### src/rtl/pp_buffer_pkg.sv
// ============================================================================
// Module  : pp_buffer_pkg
// Brief   : Shared types and helpers for the ping-pong frame buffer.
// Revision: 1.0  initial release
// ============================================================================
`default_nettype none

package pp_buffer_pkg;

  typedef enum logic {
    EMPTY = 1'b0,
    FULL  = 1'b1
  } bank_state_t;

  // A zero or oversized frame length selects a full-depth frame.
  function automatic int unsigned clamp_len(input int unsigned frame_len,
                                            input int unsigned depth);
    if (frame_len == 0 || frame_len > depth) return depth;
    return frame_len;
  endfunction

endpackage

`default_nettype wire

### src/rtl/pp_bank_ram.sv
// ============================================================================
// Module  : pp_bank_ram
// Brief   : Simple dual-port RAM holding both banks, registered read port.
// Revision: 1.0  initial release
// ============================================================================
`default_nettype none

module pp_bank_ram #(
  parameter int DATA_W = 1,
  parameter int DEPTH  = 384,
  parameter int AW     = $clog2(2 * DEPTH)
) (
  input  logic              clk,
  input  logic              resetN,
  input  logic              we_i,
  input  logic [AW-1:0]     waddr_i,
  input  logic [DATA_W-1:0] wdata_i,
  input  logic              re_i,
  input  logic [AW-1:0]     raddr_i,
  output logic [DATA_W-1:0] rdata_o
);

  logic [DATA_W-1:0] mem_q [2*DEPTH];
  logic [DATA_W-1:0] rdata_q;

  always_ff @(posedge clk) begin
    if (we_i) mem_q[waddr_i] <= wdata_i;
  end

  // Only the output register is reset; the array itself keeps its contents.
  always_ff @(posedge clk or negedge resetN) begin
    if (!resetN)   rdata_q <= '0;
    else if (re_i) rdata_q <= mem_q[raddr_i];
  end

  assign rdata_o = rdata_q;

endmodule

`default_nettype wire

### src/rtl/pp_buffer_gen.sv
// ============================================================================
// Module  : pp_buffer_gen
// Brief   : Parametrised ping-pong frame buffer with release handshake.
// Revision: 1.0  initial release
// ============================================================================
`default_nettype none

module pp_buffer_gen
  import pp_buffer_pkg::*;
#(
  parameter int DATA_W = 1,
  parameter int DEPTH  = 384,
  parameter int ADDR_W = $clog2(DEPTH)
) (
  input  logic              clk,
  input  logic              resetN,
  input  logic [ADDR_W:0]   frame_len,
  input  logic              valid_in,
  input  logic [ADDR_W-1:0] wraddress,
  input  logic [DATA_W-1:0] wrdata,
  output logic              ready_out,
  input  logic              rd_en,
  input  logic [ADDR_W-1:0] rdaddress,
  output logic [DATA_W-1:0] q,
  output logic              valid_out,
  output logic              bank_swap,
  output logic              overflow
);

  typedef logic [ADDR_W:0] len_t;
  localparam len_t c_depth = len_t'(DEPTH);

  bank_state_t state_q [2];
  bank_state_t state_d [2];
  len_t        len_q   [2];
  len_t        len_d   [2];
  len_t        wr_cnt_q, wr_cnt_d;
  len_t        rd_cnt_q, rd_cnt_d;
  logic        wr_sel_q, wr_sel_d;
  logic        overflow_q, overflow_d;
  logic        init_q, valid_q, swap_q;

  logic w_rd_sel, w_wr_acc, w_addr_ok, w_wr_store, w_wr_done;
  logic w_rd_acc, w_rd_done, w_swap;
  len_t w_len_new, w_wr_len, w_wr_addr, w_rd_addr;

  assign w_rd_sel  = ~wr_sel_q;
  assign ready_out = init_q && (state_q[wr_sel_q] == EMPTY);
  assign w_len_new = len_t'(clamp_len(32'(frame_len), DEPTH));
  // The first write of a frame sees the incoming length, later writes the latched one.
  assign w_wr_len  = (wr_cnt_q == '0) ? w_len_new : len_q[wr_sel_q];

  assign w_wr_acc   = valid_in && ready_out;
  assign w_addr_ok  = {1'b0, wraddress} < w_wr_len;
  assign w_wr_store = w_wr_acc && w_addr_ok;
  assign w_wr_done  = w_wr_acc && ((wr_cnt_q + len_t'(1)) == w_wr_len);

  assign w_rd_acc  = rd_en && (state_q[w_rd_sel] == FULL);
  assign w_rd_done = w_rd_acc && ((rd_cnt_q + len_t'(1)) == len_q[w_rd_sel]);

  assign w_swap = ((state_q[wr_sel_q] == FULL) || w_wr_done) &&
                  ((state_q[w_rd_sel] == EMPTY) || w_rd_done);

  assign w_wr_addr = {1'b0, wraddress} + (wr_sel_q ? c_depth : '0);
  assign w_rd_addr = {1'b0, rdaddress} + (w_rd_sel ? c_depth : '0);

  always_comb begin
    state_d    = state_q;
    len_d      = len_q;
    wr_cnt_d   = wr_cnt_q;
    rd_cnt_d   = rd_cnt_q;
    wr_sel_d   = wr_sel_q;
    overflow_d = overflow_q;

    if (w_wr_acc) begin
      if (wr_cnt_q == '0) len_d[wr_sel_q] = w_len_new;
      wr_cnt_d = w_wr_done ? '0 : wr_cnt_q + len_t'(1);
      if (w_wr_done) state_d[wr_sel_q] = FULL;
    end

    if ((valid_in && !ready_out) || (w_wr_acc && !w_addr_ok)) overflow_d = 1'b1;

    if (w_rd_acc) begin
      rd_cnt_d = w_rd_done ? '0 : rd_cnt_q + len_t'(1);
      if (w_rd_done) state_d[w_rd_sel] = EMPTY;
    end

    if (w_swap) begin
      wr_sel_d          = ~wr_sel_q;
      state_d[wr_sel_q] = FULL;
      state_d[w_rd_sel] = EMPTY;
    end
  end

  always_ff @(posedge clk or negedge resetN) begin
    if (!resetN) begin
      state_q[0] <= EMPTY;
      state_q[1] <= EMPTY;
      len_q[0]   <= '0;
      len_q[1]   <= '0;
      wr_cnt_q   <= '0;
      rd_cnt_q   <= '0;
      wr_sel_q   <= 1'b0;
      overflow_q <= 1'b0;
      init_q     <= 1'b0;
      valid_q    <= 1'b0;
      swap_q     <= 1'b0;
    end else begin
      state_q    <= state_d;
      len_q      <= len_d;
      wr_cnt_q   <= wr_cnt_d;
      rd_cnt_q   <= rd_cnt_d;
      wr_sel_q   <= wr_sel_d;
      overflow_q <= overflow_d;
      init_q     <= 1'b1;
      valid_q    <= w_rd_acc;
      swap_q     <= w_swap;
    end
  end

  assign valid_out = valid_q;
  assign bank_swap = swap_q;
  assign overflow  = overflow_q;

  pp_bank_ram #(
    .DATA_W (DATA_W),
    .DEPTH  (DEPTH),
    .AW     (ADDR_W + 1)
  ) u_ram (
    .clk     (clk),
    .resetN  (resetN),
    .we_i    (w_wr_store),
    .waddr_i (w_wr_addr),
    .wdata_i (wrdata),
    .re_i    (w_rd_acc),
    .raddr_i (w_rd_addr),
    .rdata_o (q)
  );

endmodule

`default_nettype wire

### config.mk
export PLATFORM = sky130hd
export DESIGN_NAME = pp_buffer_gen
export DESIGN_NICKNAME = d
export VERILOG_FILES = /design/src/rtl/pp_buffer_pkg.sv /design/src/rtl/pp_bank_ram.sv /design/src/rtl/pp_buffer_gen.sv
export SDC_FILE = /design/constraint.sdc
export NUM_CORES = 1
export LEC_CHECK = 0
export ABC_AREA = 1
export CORE_AREA = 2 2 223 445
export CTS_CLUSTER_DIAMETER = 150
export DETAILED_ROUTE_END_ITERATION = 12
export DIE_AREA = 0 0 225 447
export PLACE_DENSITY_LB_ADDON = 0.2
export SYNTH_ARGS = -nofsm -noshare
export SYNTH_HDL_FRONTEND = slang
export SYNTH_HIERARCHICAL = 1
export SYNTH_SLANG_ARGS = --single-unit
### constraint.sdc
create_clock -name clk -period 4.27 [get_ports clk]
set_clock_uncertainty 0.05 [all_clocks]
set_input_delay 0.854 -clock clk [delete_from_list [all_inputs] [get_ports clk]]
set_output_delay 0.854 -clock clk [all_outputs]
set_load 0.02 [all_outputs]
==> results of run 1 <==
==> report_power, final <==
group,internal [mW],switching (mW)
logic,0.970,2.31
clock network,3.35,2.95
registers,8.85,0.124
total,13.2,5.39
==> registers in the layout, indices dropped and copies added (netlist names) <==
name           count
state_q            2
valid_out          1
u_ram/rdata_o      1
wr_cnt_q          10
bank_swap          1
overflow           1
u_ram/mem_q      768
wr_sel_q           1
len_q             20
init_q             1
rd_cnt_q          10
==> cell usage after synthesis, types with 3 or more instances <==
library cell	n	area, sq um
nand2_1	1009	3790
nor2_1	826	3100
nand3_1	798	3990
edfxtp_1	768	23100
clkbuf_1	151	567
inv_1	123	462
buf_2	86	430
dfrtp_1	48	1200
buf_4	38	285
o21ai_0	36	180
buf_6	31	349
nor3_1	24	120
nand4_1	18	113
buf_1	16	60.1
ha_1	13	163
nand3_2	11	110
xor2_1	11	96.3
o21ai_2	9	78.8
nand2_2	8	50.1
a21oi_1	7	35.0
inv_2	7	26.3
or2_2	7	43.8
xnor2_1	6	52.6
o31ai_1	5	37.5
o21ai_1	4	20.0
nor2_2	3	18.8
nor2_4	3	33.8
==> cells by family (layout without fill, tap and decap cells) <==
logic type,count (synthesis),count (layout),synth area share [%]
buffers and inverters,455,471,5.70
AO/OA/AOI/OAI,68,68,1.06
adder cells (fa/ha/maj),15,15,0.524
AND/OR/NAND/NOR,2716,2716,29.6
flip-flops,816,816,62.7
XOR/XNOR,17,17,0.385
other,1,2,0.00969
==> through the flow <==
step                      setup TNS (ps)  util [%]
after CTS                              0      44.5
after global routing                   0      44.5
final                                  0      44.5
after global placement           -132420      42.2
after floorplan                        0         -
after detailed placement          -95350      42.2
==> final cells by class <==
type / count / share of cell area, %
diodes: 1 / 0.00580
clock buffers: 90 / 4.50
clock inverters: 33 / 0.513
inverters: 132 / 1.20
multi-input cells: 2817 / 28.4
flip-flops and latches: 816 / 56.2
well taps: 1230 / 3.57
repair buffers: 216 / 5.63
==> routing by layer <==
layer  share of wire, %  global-route usage, %
met3                4.1                   2.63
met2                 54                   45.8
met1                 34                   25.0
met4                7.4                   16.4
met5                  0                      0
==> final timing paths <==
| path | start | to | slack (ps) | depth (start not counted) |
|---|---|---|---|---|
| worst min-delay path | resetN | valid_out | 170 | 1 |
| worst max register to register | wr_cnt_q[0] | u_ram/mem_q[427] | 370 | 21 |
| worst min register to register | len_q[9] | len_q[9] | 420 | 2 |
| min in group clk | len_q[9] | len_q[9] | 420 | 2 |
| worst max-delay path | wr_cnt_q[0] | u_ram/mem_q[427] | 370 | 21 |
| max in group asynchronous | resetN | wr_cnt_q[2] | 3130 | 2 |
==> impl_metrics.yaml, run 1 <==
logic_synthesis:
  synth_edf_count: 768
  yosysWarnings: 6
  yosys.cell_types.count: 43
  ys_seq_area_share_pct: 62.7
  ys_ff_latch: 816
  ys.flop_type: "edfxtp_1"
  synth.cell_area_sq_um: 38700
  synth_nets: 4136
  synth_area_per_cell_sq_um: 9.47
  ys_async_sr_fraction_pct: 5.88
  netlist_instances: 4088
sta:
  setup_violations: 0
  setup_ws_ps: 373
  slew_headroom_pct: 40.2
  slew_viol_final: 0
  min_period_ps: 3900
  fin_crit_sh_pct: 91.3
  rsz0062_at_grt: "no"
  hold_violations: 0
  worstMarginPinSlew_ps: 893
  fmax_mhz: 257
  hold_ws_ps: 174
outcome:
  status: "finished, final reports clean"
route:
  vias: 29084
  first_iter_violations: 2322
  ant_nets: 0
  dr.pass1.iters: 8
  drcViolationCount: 0
  totalWireLength_um: 121000
  vias_per_cell: 5.45
  routedWlPerCell_um: 22.7
placed_design:
  dp.cells: 5211
  dpl.hpwl_um: 74300
  gp_congestion: 0.932
  io_buffer_count: 37
  place_ws_ps: -238
  place_area_sq_um: 41000
clocking:
  cts-root-buf: "clkbuf_16"
  clkLatencyLatePin_ps: 660
  cts_max_path_buffers: 3
  clock-sinks: 816
  cts_hold_buf: 0
  clkSlewWorstSetupHoldPaths_ps: 60
  cts_max_level: 3
  cts_setup_buffers: 0
  cts_tree: "built"
  ctsResizeCount: 0
  numCtsBuffers: 72
critical_path:
  path_delay_family: "simple AND/OR/NAND/NOR gates"
  crit_fanout: 32
  start_kind: "flop"
  critPathMaxStageDelay_ps: 380
  crit_slowest_cell: "dfrtp_1"
  worstSetupPathType: "reg -> reg"
  end_kind: "flop"
  worstPathCellList: "inv_1 -> ha_1 -> inv_1 -> nor2_4 -> nand3_2 -> nor2_4 -> inv_2 -> buf_4 -> buf_4 -> nand2_1 -> nand2_1 -> ha_1 -> a21oi_1 -> nor2_1 -> a21oi_1 -> nand4_1 -> nor2_2 -> buf_4 -> nand3_1 -> buf_12 -> nor3_1"
  critical_path_required_ps: 4570
  path_buf_inv: 7
  crit_top_cell: "buf_4"
  cp_data_arrival_time_ps: 4200
cells_and_area:
  finalNetCount: 4103
  syn_to_final_growth_pct: 11.5
  drive_above_1_share_pct: 8.19
  final_cells: 5335
  design_area_sq_um: 43200
  final_common_cell: "nand2_1"
  seq_area_sq_um: 24300
  multiInputGateArea_sq_um: 12200
  mostFrequentLayoutCells: "nand2_1 (1009), nor2_1 (825), nand3_1 (798)"
  final.fill_count: 9378
floorplan:
  std_cell_rows: 162
  core-area_sq_um: 97100
  fp.dieH_um: 447
  io_pins: 38
  start_util_pct: 39.9
  die-area_sq_um: 101000
  chipWidth_um: 225
global_routing:
  grt_pass1_vias: 28492
  grt_max_degree: 137
  grt_util_all_layers_pct: 24.3
  antenna_found_initial: 2
  grt_pass1_wl_um: 180000
  overflow: 0
run:
  max-cap-violations: 0
power_and_ir_drop:
  ir_drop_v: 0.000367
  finalPower_mw: 18.6
  powerDensity_nw_per_um2: 430
  leakagePower_nw: 15.0
hold_path:
  hold_path_class: "in -> async"
(Power assumes the default switching activity.)
==> inputs of run 2 (changes only) <==
--- a/config.mk
+++ b/config.mk
@@ -6,12 +6,11 @@
 export NUM_CORES = 1
 export LEC_CHECK = 0
 export ABC_AREA = 1
-export CORE_AREA = 2 2 223 445
+export CORE_AREA = 2 2 222 443
 export CTS_CLUSTER_DIAMETER = 150
 export DETAILED_ROUTE_END_ITERATION = 12
-export DIE_AREA = 0 0 225 447
+export DIE_AREA = 0 0 224 445
 export PLACE_DENSITY_LB_ADDON = 0.2
 export SYNTH_ARGS = -nofsm -noshare
 export SYNTH_HDL_FRONTEND = slang
-export SYNTH_HIERARCHICAL = 1
 export SYNTH_SLANG_ARGS = --single-unit
==> impl_metrics.yaml, run 2 <==
outcome:
  status: "finished, final reports clean"
sta:
  worstMarginPinSlew_ps: 890
  slew_headroom_pct: 40.2
  hold_violations: 0
  setup_violations: 0
  hold_ws_ps: 122
  slew_viol_final: 0
  rsz0062_at_grt: "no"
  fmax_mhz: 253
  fin_crit_sh_pct: 92.7
  setup_tns_ps: 0
  min_period_ps: 3960
critical_path:
  worstReg2RegEnd: "u_ram.mem_q[61]"
  rr_worst_depth: 16
  cp.depth: 20
  path_buf_inv: 5
  worstPathCellList: "clkdlybuf4s50_1 -> nor2_1 -> nand2_1 -> nor2_1 -> nand2_1 -> buf_4 -> nand3_1 -> nand2_1 -> nand2_1 -> ha_1 -> nand2_1 -> inv_1 -> o21ai_0 -> o211a_1 -> nand3_2 -> nor3_4 -> buf_4 -> nand2_1 -> buf_12 -> nor2_1"
  path_delay_family: "simple AND/OR/NAND/NOR gates"
  critical_path_required_ps: 4590
  end_kind: "flop"
  critPathMaxStageDelay_ps: 540
  ff2ff_setup_slack_ps: 310
  r2r-start: "wr_sel_q"
  cp_data_arrival_time_ps: 4270
  start_kind: "input pin"
  crit_fanout: 24
  crit_slowest_cell: "clkdlybuf4s50_1"
  crit_top_cell: "nand2_1"
  worstSetupPathType: "in -> reg"
power_and_ir_drop:
  sw_frac_of_total_pct: 29.2
  power_frac_comb_pct: 18.3
  leakagePower_nw: 14.9
  p_int_mw: 13.6
  ir_drop_v: 0.000429
  power.clock.fraction_pct: 34.8
  netSwitchingPower_mw: 5.61
  powerDensity_nw_per_um2: 448
  power_frac_seq_pct: 46.9
global_routing:
  overflow: 0
  grt_max_degree: 118
  antenna_found_initial: 3
  grt_pass1_wl_um: 176000
  grt_pass1_vias: 28220
  grt_util_all_layers_pct: 23.8
cells_and_area:
  drive_above_1_share_pct: 7.93
  final_cells: 5273
  finalNetCount: 4042
  largest-register: "u_ram.mem_q"
  design_area_sq_um: 43000
  final_common_cell: "nand2_1"
  biggestRegsByFlops: "u_ram.mem_q (768), len_q (20)"
  syn_to_final_growth_pct: 12.5
  mostFrequentLayoutCells: "nand2_1 (991), nor2_1 (818), nand3_1 (802)"
  largest_reg_flops: 768
floorplan:
  die-area_sq_um: 99700
  io_pins: 38
  core-area_sq_um: 96100
  std_cell_rows: 161
  start_util_pct: 39.8
  chipWidth_um: 224
  fp.dieH_um: 445
placed_design:
  dpl.hpwl_um: 71700
  dp.cells: 5140
  io_buffer_count: 37
  gp_congestion: 1.02
  place_area_sq_um: 40700
route:
  ant_nets: 0
  first_iter_violations: 2462
  vias_per_cell: 5.48
  drcViolationCount: 0
  dr.pass1.iters: 5
  routedWlPerCell_um: 22.5
  totalWireLength_um: 119000
  vias: 28914
clocking:
  clkSlewWorstSetupHoldPaths_ps: 60
  cts_max_path_buffers: 3
  cts-root-buf: "clkbuf_16"
  cts_tree: "built"
  cts_setup_buffers: 0
  clkLatencyLatePin_ps: 660
  cts_hold_buf: 0
  ctsResizeCount: 0
  clock-sinks: 816
  numCtsBuffers: 72
  cts_max_level: 3
logic_synthesis:
  synthTopCellsByArea: "edfxtp_1 (60%), nand3_1 (11%), nand2_1 (9.7%), nor2_1 (8.0%), dfrtp_1 (3.1%)"
  synth_edf_count: 768
  ys_ff_latch: 816
  yosysMostFrequentCell: "nand2_1"
  netlist_instances: 4019
  synth.top_cell.area_share_pct: 60.4
  synth_nets: 4068
  ys_async_sr_fraction_pct: 5.88
  yosys.cell_types.count: 41
  ys.flop_type: "edfxtp_1"
  synth.cell_area_sq_um: 38200
  synthTopCellsByCount: "nand2_1 (991), nor2_1 (818), nand3_1 (802), edfxtp_1 (768), clkbuf_1 (220)"
  yosysWarnings: 0
  synth_area_per_cell_sq_um: 9.51
  yosys.area.top_type: "edfxtp_1"
  ys_seq_area_share_pct: 63.5
run:
  max-cap-violations: 0
hold_path:
  hold_path_class: "in -> async"
==> run 2: changes by cell type after synthesis, sizes merged, moves of 10 or more <==
| cell | delta |
|---|---|
| inv | -39 |
| clkbuf | +69 |
| o21ai | +13 |
| nand2 | -25 |
| buf | -75 |
| nor2 | -10 |
==> run 2: worst max path at each step <==
| stage | start | endpoint | slack (ps) |
|---|---|---|---|
| global route | wr_sel_q | u_ram.mem_q[189] | 80 |
| global placement | frame_len[1] | u_ram.mem_q[573] | -250 |
| detailed placement | frame_len[1] | u_ram.mem_q[61] | -310 |
| floorplan | frame_len[2] | u_ram.mem_q[240] | 590 |
| CTS | wr_sel_q | u_ram.mem_q[61] | 210 |
| finish | frame_len[1] | u_ram.mem_q[61] | 310 |
==> run 2: cell type report <==
type                       instances  area (sq um)
clock buffer                      94          1980
tap                             1222          1530
sequential                       816         24300
inverter                          96           378
timing repair buffer             217          2350
fill                            9106         53100
clock inverter                    36           358
antenna                            2          5.00
multi-input combinational       2790         12100
==> run 2: metal layers <==
layer	up-vias	GRT usage, %	part of all wire (%)
met5	-	0	0.0093
met4	2	16.6	7.7
met3	313	2.60	4.4
met2	893	43.6	53
met1	14261	25.4	35
li1	13445	-	-
==> run 2: cell families after synthesis <==
group / Yosys count / synth area share (%)
AND/OR/NAND/NOR: 2681 / 29.8
adder cells (fa/ha/maj): 16 / 0.563
flip-flops: 816 / 63.5
buffers and inverters: 413 / 4.72
other: 1 / 0.00981
AO/OA/AOI/OAI: 77 / 1.08
XOR/XNOR: 15 / 0.344
==> run 2: metrics by stage <==
stage | setup WS, ps | total power, mW | utilization [%]
finish | 313 | 19.3 | 44.7
global route | 82.4 | 19.9 | 44.7
CTS | 209 | 19.3 | 44.7
detailed placement | -306 | 12.7 | 42.3
global placement | -248 | 12.7 | 42.3
floorplan | 594 | 11.1 | -
==> run 2: power by group through the flow <==
stage	registers [mW]	clock network [mW]	logic (mW)
2_1_floorplan	9.17	0	1.96
3_3_place_gp	9.19	0	3.47
3_5_place_dp	9.19	0	3.50
4_1_cts	9.02	6.81	3.50
5_1_grt	9.03	7.08	3.84
6_report	9.02	6.71	3.52
==> run 2: worst reg2reg max path: stages, from the launching register on <==
cell and delay [ps]:
dfrtp_1 540, clkinv_1 440, nand2_1 150, o21ai_0 90
buf_4 180, or2_2 320, nand2_1 80, ha_1 230
a21oi_1 150, o21a_1 140, o211a_1 190, nand3_2 190
nor3_4 190, buf_4 150, nand2_1 180, buf_12 250
nor2_1 140
